===== src/rtl/bitwise_stream_if.sv =====
// Stream bundle between operand producer, bitwise_stream_unit and result consumer.
// Valid/ready: a transfer happens on a rising clk edge where valid and ready are
// both 1; a source holding valid keeps its payload stable until that edge, and
// ready may depend combinationally on the payload (in_last) but never on valid.
interface bitwise_stream_if #(
    parameter int WIDTH = 8,
    parameter int CNT_W = 5
);
    logic             in_valid;
    logic             in_ready;
    logic [2:0]       in_op;
    logic [WIDTH-1:0] in_a;
    logic [WIDTH-1:0] in_b;
    logic             in_last;
    logic             out_valid;
    logic             out_ready;
    logic [WIDTH-1:0] out_data;
    logic             out_ror;
    logic             out_rand;
    logic             out_rxor;
    logic [CNT_W-1:0] out_count;
    logic             out_ovf;

    // Producer/consumer side
    modport master (
        output in_valid, in_op, in_a, in_b, in_last, out_ready,
        input  in_ready, out_valid, out_data, out_ror, out_rand, out_rxor, out_count, out_ovf
    );

    // Unit side
    modport slave (
        input  in_valid, in_op, in_a, in_b, in_last, out_ready,
        output in_ready, out_valid, out_data, out_ror, out_rand, out_rxor, out_count, out_ovf
    );
endinterface


===== src/rtl/bitwise_stream_unit.sv =====
// Registered bit-wise operator with multi-beat fold packets.
// Single ops produce one result per beat; fold ops accumulate (A&B) across the
// beats of a packet and emit one result with the beat count on the last beat.
module bitwise_stream_unit #(
    parameter int WIDTH     = 8,
    parameter int MAX_BEATS = 16,
    parameter int CNT_W     = $clog2(MAX_BEATS + 1)
) (
    input  logic                  clk,
    input  logic                  rst,
    bitwise_stream_if.slave       bus,
    output logic                  state_dbg
);
    typedef enum logic {IDLE = 1'b0, ACCUM = 1'b1} state_t;

    state_t           state, state_nx;
    logic [WIDTH-1:0] acc, acc_nx;
    logic [CNT_W-1:0] cnt, cnt_nx;
    logic             ovf, ovf_nx;
    logic [1:0]       fold_op, fold_op_nx;

    logic             out_valid_r, out_valid_nx;
    logic [WIDTH-1:0] out_data_r, out_data_nx;
    logic [CNT_W-1:0] out_count_r, out_count_nx;
    logic             out_ovf_r, out_ovf_nx;

    logic [WIDTH-1:0] ab;
    logic [WIDTH-1:0] single_res;
    logic [WIDTH-1:0] folded;
    logic [CNT_W-1:0] cnt_up;
    logic             sat;
    logic             out_free;
    logic             ready;
    logic             accept;
    logic             is_fold_op;

    // Operand decode, fold arithmetic and handshake qualification
    always_comb begin
        ab         = bus.in_a & bus.in_b;
        is_fold_op = bus.in_op[2] && (bus.in_op != 3'b111);
        case (bus.in_op)
            3'b000:  single_res = bus.in_a & bus.in_b;
            3'b001:  single_res = bus.in_a | bus.in_b;
            3'b010:  single_res = bus.in_a ^ bus.in_b;
            3'b011:  single_res = ~(bus.in_a & bus.in_b);
            default: single_res = bus.in_a;
        endcase
        case (fold_op)
            2'b00:   folded = acc & ab;
            2'b01:   folded = acc | ab;
            default: folded = acc ^ ab;
        endcase
        sat      = (cnt == CNT_W'(MAX_BEATS));
        cnt_up   = sat ? cnt : cnt + CNT_W'(1);
        out_free = !out_valid_r || bus.out_ready;
        // Non-last beats inside a packet never touch the output register.
        if (state == ACCUM && !bus.in_last) ready = !rst;
        else                                ready = !rst && out_free;
        accept = bus.in_valid && ready;
    end

    // Next-state and next-output selection for the fold FSM
    always_comb begin
        state_nx     = state;
        acc_nx       = acc;
        cnt_nx       = cnt;
        ovf_nx       = ovf;
        fold_op_nx   = fold_op;
        out_valid_nx = out_valid_r && !bus.out_ready;
        out_data_nx  = out_data_r;
        out_count_nx = out_count_r;
        out_ovf_nx   = out_ovf_r;
        if (accept) begin
            if (state == IDLE) begin
                if (is_fold_op) begin
                    if (bus.in_last) begin
                        out_valid_nx = 1'b1;
                        out_data_nx  = ab;
                        out_count_nx = CNT_W'(1);
                        out_ovf_nx   = 1'b0;
                    end else begin
                        acc_nx     = ab;
                        cnt_nx     = CNT_W'(1);
                        ovf_nx     = 1'b0;
                        fold_op_nx = bus.in_op[1:0];
                        state_nx   = ACCUM;
                    end
                end else begin
                    out_valid_nx = 1'b1;
                    out_data_nx  = single_res;
                    out_count_nx = CNT_W'(1);
                    out_ovf_nx   = 1'b0;
                end
            end else begin
                // Any op arriving mid-packet is folded under the latched op.
                acc_nx = folded;
                cnt_nx = cnt_up;
                ovf_nx = ovf || sat;
                if (bus.in_last) begin
                    out_valid_nx = 1'b1;
                    out_data_nx  = folded;
                    out_count_nx = cnt_up;
                    out_ovf_nx   = ovf || sat;
                    state_nx     = IDLE;
                end
            end
        end
    end

    // State, accumulator and output registers
    always_ff @(posedge clk) begin
        if (rst) begin
            state       <= IDLE;
            acc         <= '0;
            cnt         <= '0;
            ovf         <= 1'b0;
            fold_op     <= 2'b00;
            out_valid_r <= 1'b0;
            out_data_r  <= '0;
            out_count_r <= '0;
            out_ovf_r   <= 1'b0;
        end else begin
            state       <= state_nx;
            acc         <= acc_nx;
            cnt         <= cnt_nx;
            ovf         <= ovf_nx;
            fold_op     <= fold_op_nx;
            out_valid_r <= out_valid_nx;
            out_data_r  <= out_data_nx;
            out_count_r <= out_count_nx;
            out_ovf_r   <= out_ovf_nx;
        end
    end

    // Output drive; reductions follow the registered data
    always_comb begin
        bus.in_ready  = ready;
        bus.out_valid = out_valid_r;
        bus.out_data  = out_data_r;
        bus.out_count = out_count_r;
        bus.out_ovf   = out_ovf_r;
        bus.out_ror   = |out_data_r;
        bus.out_rand  = &out_data_r;
        bus.out_rxor  = ^out_data_r;
        state_dbg     = (state == ACCUM);
    end
endmodule

===== src/flat_wrapper.sv =====
// flat-port wrapper written by rule: the top's interface ports become plain ports
module bitwise_stream_unit_flat 
#(
    parameter int WIDTH     = 8,
    parameter int MAX_BEATS = 16,
    parameter int CNT_W     = $clog2(MAX_BEATS + 1)
)
  (clk, rst, state_dbg, bus_in_valid, bus_in_op, bus_in_a, bus_in_b, bus_in_last, bus_out_ready, bus_in_ready, bus_out_valid, bus_out_data, bus_out_ror, bus_out_rand, bus_out_rxor, bus_out_count, bus_out_ovf);
  bitwise_stream_if #(.WIDTH(WIDTH), .CNT_W(CNT_W)) bus_i ();
  input  logic clk;
  input  logic rst;
  output logic state_dbg;
  input wire logic [$bits(bus_i.in_valid)-1:0] bus_in_valid;
  input wire logic [$bits(bus_i.in_op)-1:0] bus_in_op;
  input wire logic [$bits(bus_i.in_a)-1:0] bus_in_a;
  input wire logic [$bits(bus_i.in_b)-1:0] bus_in_b;
  input wire logic [$bits(bus_i.in_last)-1:0] bus_in_last;
  input wire logic [$bits(bus_i.out_ready)-1:0] bus_out_ready;
  output wire logic [$bits(bus_i.in_ready)-1:0] bus_in_ready;
  output wire logic [$bits(bus_i.out_valid)-1:0] bus_out_valid;
  output wire logic [$bits(bus_i.out_data)-1:0] bus_out_data;
  output wire logic [$bits(bus_i.out_ror)-1:0] bus_out_ror;
  output wire logic [$bits(bus_i.out_rand)-1:0] bus_out_rand;
  output wire logic [$bits(bus_i.out_rxor)-1:0] bus_out_rxor;
  output wire logic [$bits(bus_i.out_count)-1:0] bus_out_count;
  output wire logic [$bits(bus_i.out_ovf)-1:0] bus_out_ovf;
  assign bus_i.in_valid = bus_in_valid;
  assign bus_i.in_op = bus_in_op;
  assign bus_i.in_a = bus_in_a;
  assign bus_i.in_b = bus_in_b;
  assign bus_i.in_last = bus_in_last;
  assign bus_i.out_ready = bus_out_ready;
  assign bus_in_ready = bus_i.in_ready;
  assign bus_out_valid = bus_i.out_valid;
  assign bus_out_data = bus_i.out_data;
  assign bus_out_ror = bus_i.out_ror;
  assign bus_out_rand = bus_i.out_rand;
  assign bus_out_rxor = bus_i.out_rxor;
  assign bus_out_count = bus_i.out_count;
  assign bus_out_ovf = bus_i.out_ovf;
  bitwise_stream_unit #(.WIDTH(WIDTH), .MAX_BEATS(MAX_BEATS), .CNT_W(CNT_W)) u_core (.clk(clk), .rst(rst), .bus(bus_i), .state_dbg(state_dbg));
endmodule

===== config.mk =====
export PLATFORM = sky130hd
export DESIGN_NAME = bitwise_stream_unit_flat
export DESIGN_NICKNAME = d
export VERILOG_FILES = /design/src/rtl/bitwise_stream_if.sv /design/src/rtl/bitwise_stream_unit.sv /design/src/flat_wrapper.sv
export SDC_FILE = /design/constraint.sdc
export NUM_CORES = 1
export LEC_CHECK = 0
export CELL_PAD_IN_SITES_DETAIL_PLACEMENT = 0
export CELL_PAD_IN_SITES_GLOBAL_PLACEMENT = 1
export CORE_MARGIN = 2
export CORE_UTILIZATION = 38
export CTS_BUF_LIST = sky130_fd_sc_hd__clkbuf_4 sky130_fd_sc_hd__clkbuf_8
export CTS_CLUSTER_SIZE = 25
export DETAILED_ROUTE_END_ITERATION = 12
export GPL_TIMING_DRIVEN = 0
export PLACE_DENSITY_LB_ADDON = 0.2
export SYNTH_ARGS = -nofsm -noshare
export SYNTH_HDL_FRONTEND = slang
export SYNTH_SLANG_ARGS = --single-unit
export TNS_END_PERCENT = 10

===== constraint.sdc =====
create_clock -name clk -period 1.25 [get_ports clk]
set_input_delay 0.125 -clock clk [delete_from_list [all_inputs] [get_ports clk]]
set_output_delay 0.125 -clock clk [all_outputs]
set_load 0.01 [all_outputs]

==> results.toml, run 1 <==
[run_status]
run_status = "finished, violations left"
violations = "setup timing"

[setup_path]
r2r_setup_slack_ns = -0.24
cp_max_fo = 2
end_kind = "output port"
crit_path_start_kind = "flop"
reg2reg_depth = 5
crit_required_ns = 1.12
worstPathArrival_ns = 1.36
worstReg2RegEnd = "u_core.bus.out_data[0]$_SDFFE_PP0P_"
r2r_start = "u_core.state_dbg$_SDFFE_PP0P_"
path_class = "flop to output port"

[die]
io_pins = 44
core_mm2 = 0.00733
chipWidth_um = 91.5
initial_utilization_pct = 39.7
num_rows = 31
die_y_um = 91.5
die_area_mm2 = 0.00838

[timing]
tns_ns = -5.56
clock-skew-final_ns = 0.00331
worstMarginPinSlew_ns = 0.642
setup_viol = 35
relSlewSlack_pct = 57.2
hold_viol = 0
timing.hold.ws_ns = 0.362
clock.fmax_ghz = 0.672
rsz0062_at_grt = "true"
fin_crit_sh_pct = 119
worst_slack_ns = -0.239
period_needed_ns = 1.49
final-max-slew-violation-count = 0

[worst_hold_path]
hold_depth = 2
worst_hold_path_type = "primary input to flop"
hold_path_end = "u_core.state_dbg$_SDFFE_PP0P_"
min_from = "bus_in_last"

[global_route]
grt_usage_pct = 21.8
grt_max_degree = 11
grt_pass1_vias = 2821
grt_pass1_wl_um = 14500
antenna_found_initial = 0
overflow = 0

[finish]
fill_cells = 680
drive_above_1_share_pct = 33.9
num_antenna_cells = 0
area_growth_syn_to_layout_pct = 42.3
final_cells = 527
nNetsFinal = 493

[detailed_routing]
highest_layer = "met4"
wire_per_inst_um = 16.7
drc = 0
wl_met3_um = 480
dr_wl_met2_um = 4080
wl_um = 8810
vias_per_cell = 5.45
drt_iter0_drc = 174
route.antenna.remaining_nets = 0
dr.pass1.iters = 4
met1_length_um = 4120
vias = 2873

[clock_network]
numClockSinks = 32
cts_buffers = 5
cts_root_buffer = "clkbuf_8"
cts_hold_buffers = 0
h-tree-depth = 2
clock_latency_ns = 0.29
clock_path_buffers = 2
cts_tree = "done"
clk_pin_slew_ns = 0.07

[placed_design]
portBuffers = 43
dpl.hpwl_um = 6260
dp_cells = 488
place_congestion = 0.866

[synth]
yosys-top-cells-count = "54 x inv_1, 42 x ha_1, 32 x dfxtp_1, 25 x a21oi_1, 16 x nand2_1"
synth_largest_area_cell = "dfxtp_1"
yosys.area_share.xor_xnor_pct = 2.11
syn_area_per_cell_um2 = 8.41
synth_seq_cells = 32
synthFlopType = "dfxtp_1"
synth_cells = 346
synthArstFlopShare_pct = 0
synth_top_family_by_area = "compound AO/OA/AOI/OAI gates"
synth_fp_nets = 412
synthMuxAreaShare_pct = 6.66
syn_area_mm2 = 0.00291
yosysWarningCount = 0
yosysTopAreaCellShare_pct = 22.0
synth_adder_area_share_pct = 18.1
synth_edf_count = 0
synth_compound_area_share_pct = 24.9
yosys.area_share.simple_pct = 14.7
synthMostInstantiatedCell = "inv_1"
synth_area_leaders = "dfxtp_1 22%, ha_1 18%, inv_1 7.0%"
ys_seq_area_share_pct = 22.0
synth.distinct_cells = 55

[power_and_ir_drop]
p_leak_uw = 0.00174
seq_power_share_pct = 32.9
power_density_mw_per_mm2 = 815
ir_worst_vdd_mv = 0.391
internal_power_uw = 2320
switching_share_pct = 31.2
power.share.clock_pct = 32.9
p_sw_uw = 1050
combPwrFrac_pct = 34.1

[flow_run]
maxCapViolCount = 0
-- stage by stage --
| stage | worst slack, ns | total power, uW | area [um^2] | util [%] |
|---|---|---|---|---|
| detailed placement | -0.857 | 2060 | 3480 | 47.5 |
| CTS | -0.251 | 3290 | 3970 | 54.1 |
| global placement | -0.827 | 2050 | 3480 | 47.5 |
| global route | -0.309 | 3570 | 4140 | 56.5 |
| floorplan | -0.162 | 1670 | 2930 | - |
| finish | -0.239 | 3380 | 4140 | 56.5 |
-- power by group through the flow --
| stage | logic [uW] | clock network [uW] | registers (uW) |
|---|---|---|---|
| 2_1_floorplan | 538 | 0 | 1140 |
| 3_3_place_gp | 916 | 0 | 1130 |
| 3_5_place_dp | 931 | 0 | 1130 |
| 4_1_cts | 1060 | 1130 | 1110 |
| 5_1_grt | 1260 | 1190 | 1120 |
| 6_report | 1150 | 1110 | 1110 |
-- critical path, stage by stage (launching register included) --
cell,delay (ns)
dfxtp_2,0.35
inv_2,0.05
ha_4,0.26
xor2_2,0.15
xnor2_1,0.13
buf_2,0.14
-- worst max-delay path by stage --
stage / startpoint / cells past startpoint / endpoint
CTS: u_core.state_dbg$_SDFFE_PP0P_ / 7 / u_core.bus.out_data[0]$_SDFFE_PP0P_
finish: u_core.bus.out_data[5]$_SDFFE_PP0P_ / 5 / bus_out_rxor
detailed placement: bus_in_a[6] / 7 / u_core.bus.out_data[6]$_SDFFE_PP0P_
global placement: bus_in_a[6] / 7 / u_core.bus.out_data[6]$_SDFFE_PP0P_
floorplan: u_core.state_dbg$_SDFFE_PP0P_ / 5 / u_core.fold_op[0]$_SDFFE_PP0P_
global route: u_core.bus.out_data[3]$_SDFFE_PP0P_ / 5 / bus_out_rxor
-- flip-flops by register name, indices dropped and copies added (netlist names) --
name,cells
u_core.bus.out_data,8
u_core.bus.out_valid,1
u_core.bus.out_count,5
u_core.state_dbg,1
u_core.acc,8
u_core.fold_op,2
u_core.bus.out_ovf,1
u_core.ovf,1
u_core.cnt,5
-- metal layers --
metal | GRT usage, % | up-vias
met3 | 2.90 | 9
met1 | 29.6 | 1369
li1 | - | 1402
met4 | 5.56 | 0
met5 | 0 | -
met2 | 36.3 | 93
-- cell usage in the layout (no fill, tap or decap), drive strengths merged, types with 5 or more instances in the layout --
cell / n
clkbuf: 18
a311oi: 11
nor2b: 8
buf: 52
mux2: 5
o311ai: 12
a21oi: 27
nand4: 5
nand2b: 10
nor3: 8
nand2: 16
dlygate4sd2: 27
nand3: 10
inv: 53
ha: 42
dfxtp: 32
nor2: 5
nand3b: 5
o211ai: 7
xnor2: 5
o21ai: 17
-- cell families (layout without fill, tap and decap cells) --
| kind of cell | after synthesis | in the layout |
|---|---|---|
| buffers and inverters | 76 | 158 |
| AO/OA/AOI/OAI | 101 | 101 |
| XOR/XNOR | 7 | 7 |
| multiplexers | 13 | 13 |
| flip-flops | 32 | 32 |
| adder cells (fa/ha/maj) | 42 | 42 |
| AND/OR/NAND/NOR | 75 | 75 |
-- cell type report --
class | count | area (um^2) | share of cell area, %
multi-input combinational | 238 | 2220 | 53.6
inverter | 55 | 216 | 5.23
timing repair buffer | 74 | 604 | 14.6
tap | 99 | 124 | 2.99
clock buffer | 7 | 96.3 | 2.33
sequential | 32 | 656 | 15.8
buffer | 21 | 194 | 4.68
clock inverter | 1 | 30.0 | 0.725
-- what timing repair did --
action,4_1_cts,5_1_grt
gates cloned,3,0
resized for setup,125,47
endpoints found under the setup margin,52,36
setup buffers,19,9
pin swaps,35,20
Power figures use the tool's default switching activity.
==> run 2: changes to the inputs <==
--- a/config.mk
+++ b/config.mk
@@ -9,7 +9,7 @@
 export CELL_PAD_IN_SITES_GLOBAL_PLACEMENT = 1
 export CORE_MARGIN = 2
 export CORE_UTILIZATION = 38
-export CTS_BUF_LIST = sky130_fd_sc_hd__clkbuf_4 sky130_fd_sc_hd__clkbuf_8
+export CTS_BUF_LIST = sky130_fd_sc_hd__clkbuf_4
 export CTS_CLUSTER_SIZE = 25
 export DETAILED_ROUTE_END_ITERATION = 12
 export GPL_TIMING_DRIVEN = 0
==> results.toml, run 2 (synthesized netlist as in run 1, its figures left out) <==
[global_route]
antenna_found_initial = 0
overflow = 0
grt_pass1_wl_um = 14000
grt_usage_pct = 21.0
grt_pass1_vias = 2773
grt_max_degree = 11

[finish]
finalInstanceArea_mm2 = 0.00394
drive_above_1_share_pct = 26.4
nNetsFinal = 481
layout_commonest_cell = "inv_1"
area_growth_syn_to_layout_pct = 35.2
fill_cells = 697
final_cell_mix = "48 x inv_1, 31 x ha_1, 31 x dlygate4sd2_1, 22 x buf_4, 20 x dfxtp_1"
num_antenna_cells = 0
finish.utilization_pct = 53.7
final_cells = 515

[setup_path]
path_class = "flop to output port"
r2r_start = "u_core.state_dbg$_SDFFE_PP0P_"
critical_path.cell_chain = "inv_2 > ha_4 > xor2_2 > xnor2_1 > buf_2"
crit_buf_inv = 2
cp_max_fo = 2
path_delay_family = "flip-flops"
end_kind = "output port"
worstReg2RegEnd = "u_core.bus.out_data[0]$_SDFFE_PP0P_"
worstPathArrival_ns = 1.43
reg2reg_depth = 5
r2r_setup_slack_ns = -0.27
crit_required_ns = 1.12
cp_slowest_cell = "dfxtp_2"
slowest_delay_ns = 0.36
crit_path_start_kind = "flop"

[timing]
worstMarginPinSlew_ns = 0.627
setup_viol = 35
final-max-slew-violation-count = 0
worst_slack_ns = -0.310
relSlewSlack_pct = 58.2
clock-skew-final_ns = 0.0112
fin_crit_sh_pct = 125
clock.fmax_ghz = 0.641
tns_ns = -6.41
hold_viol = 0
period_needed_ns = 1.56
rsz0062_at_grt = "true"

[worst_hold_path]
hold_path_end = "u_core.state_dbg$_SDFFE_PP0P_"
hold_depth = 2
min_from = "bus_in_last"
worst_hold_path_type = "primary input to flop"

[placed_design]
dpl.hpwl_um = 6260
placed_area_mm2 = 0.00348
portBuffers = 43
place_congestion = 0.866
dp_cells = 488

[run_status]
run_status = "finished, violations left"
violations = "setup timing"

[die]
die_area_mm2 = 0.00838
die_y_um = 91.5
chipWidth_um = 91.5
num_rows = 31
io_pins = 44
initial_utilization_pct = 39.7
core_mm2 = 0.00733

[power_and_ir_drop]
p_sw_uw = 976
power_density_mw_per_mm2 = 753
switching_share_pct = 32.9
ir_worst_vdd_mv = 0.390
power.share.clock_pct = 26.2
p_leak_uw = 0.00165
internal_power_uw = 1990
seq_power_share_pct = 37.4
combPwrFrac_pct = 36.3
power.total_uw = 2960

[clock_network]
clock_latency_ns = 0.34
cts_root_buffer = "clkbuf_4"
cts_buffers = 5
cts_tree = "done"
clk_pin_slew_ns = 0.10
h-tree-depth = 2
clock_path_buffers = 2
numClockSinks = 32

[detailed_routing]
highest_layer = "met4"
vias_per_cell = 5.50
drt_iter0_drc = 172
met1_length_um = 4030
route.antenna.remaining_nets = 0
wl_met3_um = 422
wire_per_inst_um = 16.6
drc = 0
vias = 2834
wl_um = 8550
dr.pass1.iters = 7
dr_wl_met2_um = 4010

[flow_run]
maxCapViolCount = 0
## run 2: cell count changes in the layout (fill, tap and decap cells not counted), moves of 3 or more
cell,previous run,this run
buf_6,12,8
clkdlybuf4s15_1,0,4
dlygate4sd2_1,27,31
clkbuf_4,1,7
inv_1,45,48
a21oi_1,15,19
ha_2,3,6
clkbuf_8,7,0
a21oi_2,10,7
buf_4,31,22
clkbuf_2,8,2
## run 2: repair_timing
item                       in CTS  in global routing
gates resized for setup       117                 19
hold buffers                    0                  0
setup buffers                  16                  1
setup endpoints to repair      52                 39
cloned                          1                  1
pin swaps                      28                 16
## run 2: metrics by stage
step	worst slack, ns	hold WS (ns)
floorplan	-0.162	0.209
global placement	-0.827	0.459
detailed placement	-0.857	0.465
CTS	-0.290	0.410
global route	-0.385	0.425
finish	-0.310	0.409
## run 2: worst max path at each step
stage                                        start                                  end  slack, ns  cells after the start
2_1_floorplan        u_core.state_dbg$_SDFFE_PP0P_       u_core.fold_op[0]$_SDFFE_PP0P_      -0.16                      5
3_3_place_gp                           bus_in_a[6]  u_core.bus.out_data[6]$_SDFFE_PP0P_      -0.83                      7
3_5_place_dp                           bus_in_a[6]  u_core.bus.out_data[6]$_SDFFE_PP0P_      -0.86                      7
4_1_cts        u_core.bus.out_data[5]$_SDFFE_PP0P_                         bus_out_rxor      -0.29                      5
5_1_grt        u_core.bus.out_data[2]$_SDFFE_PP0P_                         bus_out_rxor      -0.38                      5
6_report       u_core.bus.out_data[5]$_SDFFE_PP0P_                         bus_out_rxor      -0.31                      5
## run 2: layer usage
metal / vias to the layer above / track usage [%]
li1: 1392 / -
met1: 1348 / 28.3
met2: 89 / 35.5
met3: 5 / 2.41
met4: 0 / 5.18
met5: - / 0
## run 2: power groups by stage
stage / Clock (uW) / Combinational, uW / Sequential, uW
CTS: 802 / 1030 / 1110
global placement: 0 / 916 / 1130
floorplan: 0 / 538 / 1140
finish: 777 / 1080 / 1110
global route: 861 / 1180 / 1120
detailed placement: 0 / 931 / 1130
## run 2: cell type report
cell class                      count  area, um^2  share of cell area [%]
Sequential cell                    32         656                    16.7
Inverter                           55         210                    5.34
Timing Repair Buffer               62         548                    13.9
Tap cell                           99         124                    3.15
Clock inverter                      3        37.5                   0.954
Clock buffer                        5        37.5                   0.954
Buffer                             21         191                    4.86
Multi-Input combinational cell    238        2130                    54.1
==> run 3: changes to the inputs <==
--- a/config.mk
+++ b/config.mk
@@ -17,4 +17,4 @@
 export SYNTH_ARGS = -nofsm -noshare
 export SYNTH_HDL_FRONTEND = slang
 export SYNTH_SLANG_ARGS = --single-unit
-export TNS_END_PERCENT = 10
+export TNS_END_PERCENT = 100
==> results.toml, run 3 (synthesized netlist as in run 1, its figures left out) <==
[run_status]
run_status = "finished, violations left"
violations = "setup timing"

[global_route]
grt_pass1_wl_um = 15500
grt_pass1_vias = 3007
grt_usage_pct = 23.3
antenna_found_initial = 0
grt_max_degree = 11
overflow = 0

[setup_path]
crit_required_ns = 1.50
end_kind = "flop"
crit_path_start_kind = "flop"
worstReg2RegEnd = "u_core.fold_op[0]$_SDFFE_PP0P_"
worstPathArrival_ns = 1.81
r2r_setup_slack_ns = -0.31
reg2reg_depth = 7
path_class = "flop to flop"
r2r_start = "u_core.state_dbg$_SDFFE_PP0P_"
cp_max_fo = 6

[clock_network]
clock_path_buffers = 2
numClockSinks = 32
clk_pin_slew_ns = 0.11
h-tree-depth = 2
cts_buffers = 5
cts_root_buffer = "clkbuf_4"
clock_latency_ns = 0.35
cts_tree = "done"
cts_hold_buffers = 0

[placed_design]
dpl.hpwl_um = 6160
portBuffers = 43
placed_area_mm2 = 0.00365
dp_cells = 488
place_congestion = 0.823

[flow_run]
maxCapViolCount = 0

[finish]
multiInputGateArea_mm2 = 0.00245
final_cells = 541
seq_area_um2 = 672
fill_cells = 582
layout_commonest_cell = "inv_1"
drive_above_1_share_pct = 48.0
nNetsFinal = 507
num_antenna_cells = 0
final_cell_mix = "31 x inv_1, 30 x buf_4, 29 x ha_1, 23 x dlygate4sd2_1, 21 x buf_6"
finalInstanceArea_mm2 = 0.00466
area_growth_syn_to_layout_pct = 60.0

[timing]
timing.hold.ws_ns = 0.441
worstMarginPinSlew_ns = 0.560
worst_slack_ns = -0.310
rsz0062_at_grt = "true"
clock-skew-final_ns = 0.0112
period_needed_ns = 1.56
final-max-slew-violation-count = 0
fin_crit_sh_pct = 125
clock.fmax_ghz = 0.641
relSlewSlack_pct = 62.6
setup_viol = 36
hold_viol = 0

[detailed_routing]
dr.pass1.iters = 6
wl_um = 9450
vias = 2950
vias_per_cell = 5.45
drc = 0
drt_iter0_drc = 166
route.antenna.remaining_nets = 0
wire_per_inst_um = 17.5

[die]
die_area_mm2 = 0.00838
initial_utilization_pct = 39.7
num_rows = 31
core_mm2 = 0.00733
io_pins = 44
die_y_um = 91.5
chipWidth_um = 91.5

[power_and_ir_drop]
p_leak_uw = 0.00187
ir_worst_vdd_mv = 0.385
power_density_mw_per_mm2 = 710

[worst_hold_path]
worst_hold_path_type = "primary input to flop"
hold_depth = 2
hold_path_end = "u_core.state_dbg$_SDFFE_PP0P_"
min_from = "bus_in_last"
[run 3: cell count changes in the layout (fill, tap and decap cells not counted), moves of 8 or more]
| cell | delta |
|---|---|
| inv_1 | -17 |
| buf_6 | +13 |
| a21oi_1 | -10 |
| buf_4 | +8 |
| dlygate4sd2_1 | -8 |
| o21ai_0 | -8 |
[run 3: what timing repair did]
action	in CTS	in global routing
endpoints found under the setup margin	52	39
gates cloned	5	0
pin swaps	36	22
buffers inserted	36	6
resized for setup	186	38
[run 3: stage by stage]
step,TNS (ns),total power [uW],util (%),worst slack (ns)
finish,-8.01,3310,63.5,-0.310
global route,-9.85,3460,63.5,-0.363
CTS,-6.63,3200,61.2,-0.314
detailed placement,-23.26,2130,49.8,-0.875
global placement,-22.65,2120,49.8,-0.847
floorplan,-1.75,1740,-,-0.162
[run 3: report_power, final]
| part | leakage [uW] | switching (uW) | internal [uW] | total [uW] |
|---|---|---|---|---|
| sequential | 0.000268 | 48.7 | 1070 | 1110 |
| clock | 0.0000456 | 388 | 441 | 829 |
| combinational | 0.00155 | 698 | 664 | 1360 |
[run 3: how the worst max path moves through the flow]
stage	end	depth (start not counted)	startpoint
4_1_cts	bus_out_rxor	5	u_core.bus.out_data[1]$_SDFFE_PP0P_
3_3_place_gp	u_core.bus.out_data[2]$_SDFFE_PP0P_	7	bus_in_b[2]
6_report	u_core.fold_op[0]$_SDFFE_PP0P_	7	u_core.state_dbg$_SDFFE_PP0P_
3_5_place_dp	u_core.bus.out_data[2]$_SDFFE_PP0P_	7	bus_in_b[2]
2_1_floorplan	u_core.fold_op[0]$_SDFFE_PP0P_	5	u_core.state_dbg$_SDFFE_PP0P_
5_1_grt	bus_out_rxor	5	u_core.bus.out_data[0]$_SDFFE_PP0P_
[run 3: final cells by class]
class	instances	area share [%]
clock buffers	6	0.967
clock inverters	2	0.752
plain buffers	21	4.49
inverters	55	5.86
multi-input cells	238	52.7
flip-flops and latches	32	14.4
repair buffers	88	18.1
well taps	99	2.66
[run 3: metal layers]
layer	track usage, %	wire length, um
met4	6.06	121
met5	0	0
met3	3.07	585
met2	39.3	4420
met1	31.0	4330
[run 3: critical path: stages (launching register included)]
cell,delay (ns)
dfxtp_2,0.35
buf_6,0.12
nor2b_4,0.16
buf_6,0.12
o21ai_4,0.05
buf_12,0.14
nor3_4,0.21
mux2_4,0.32
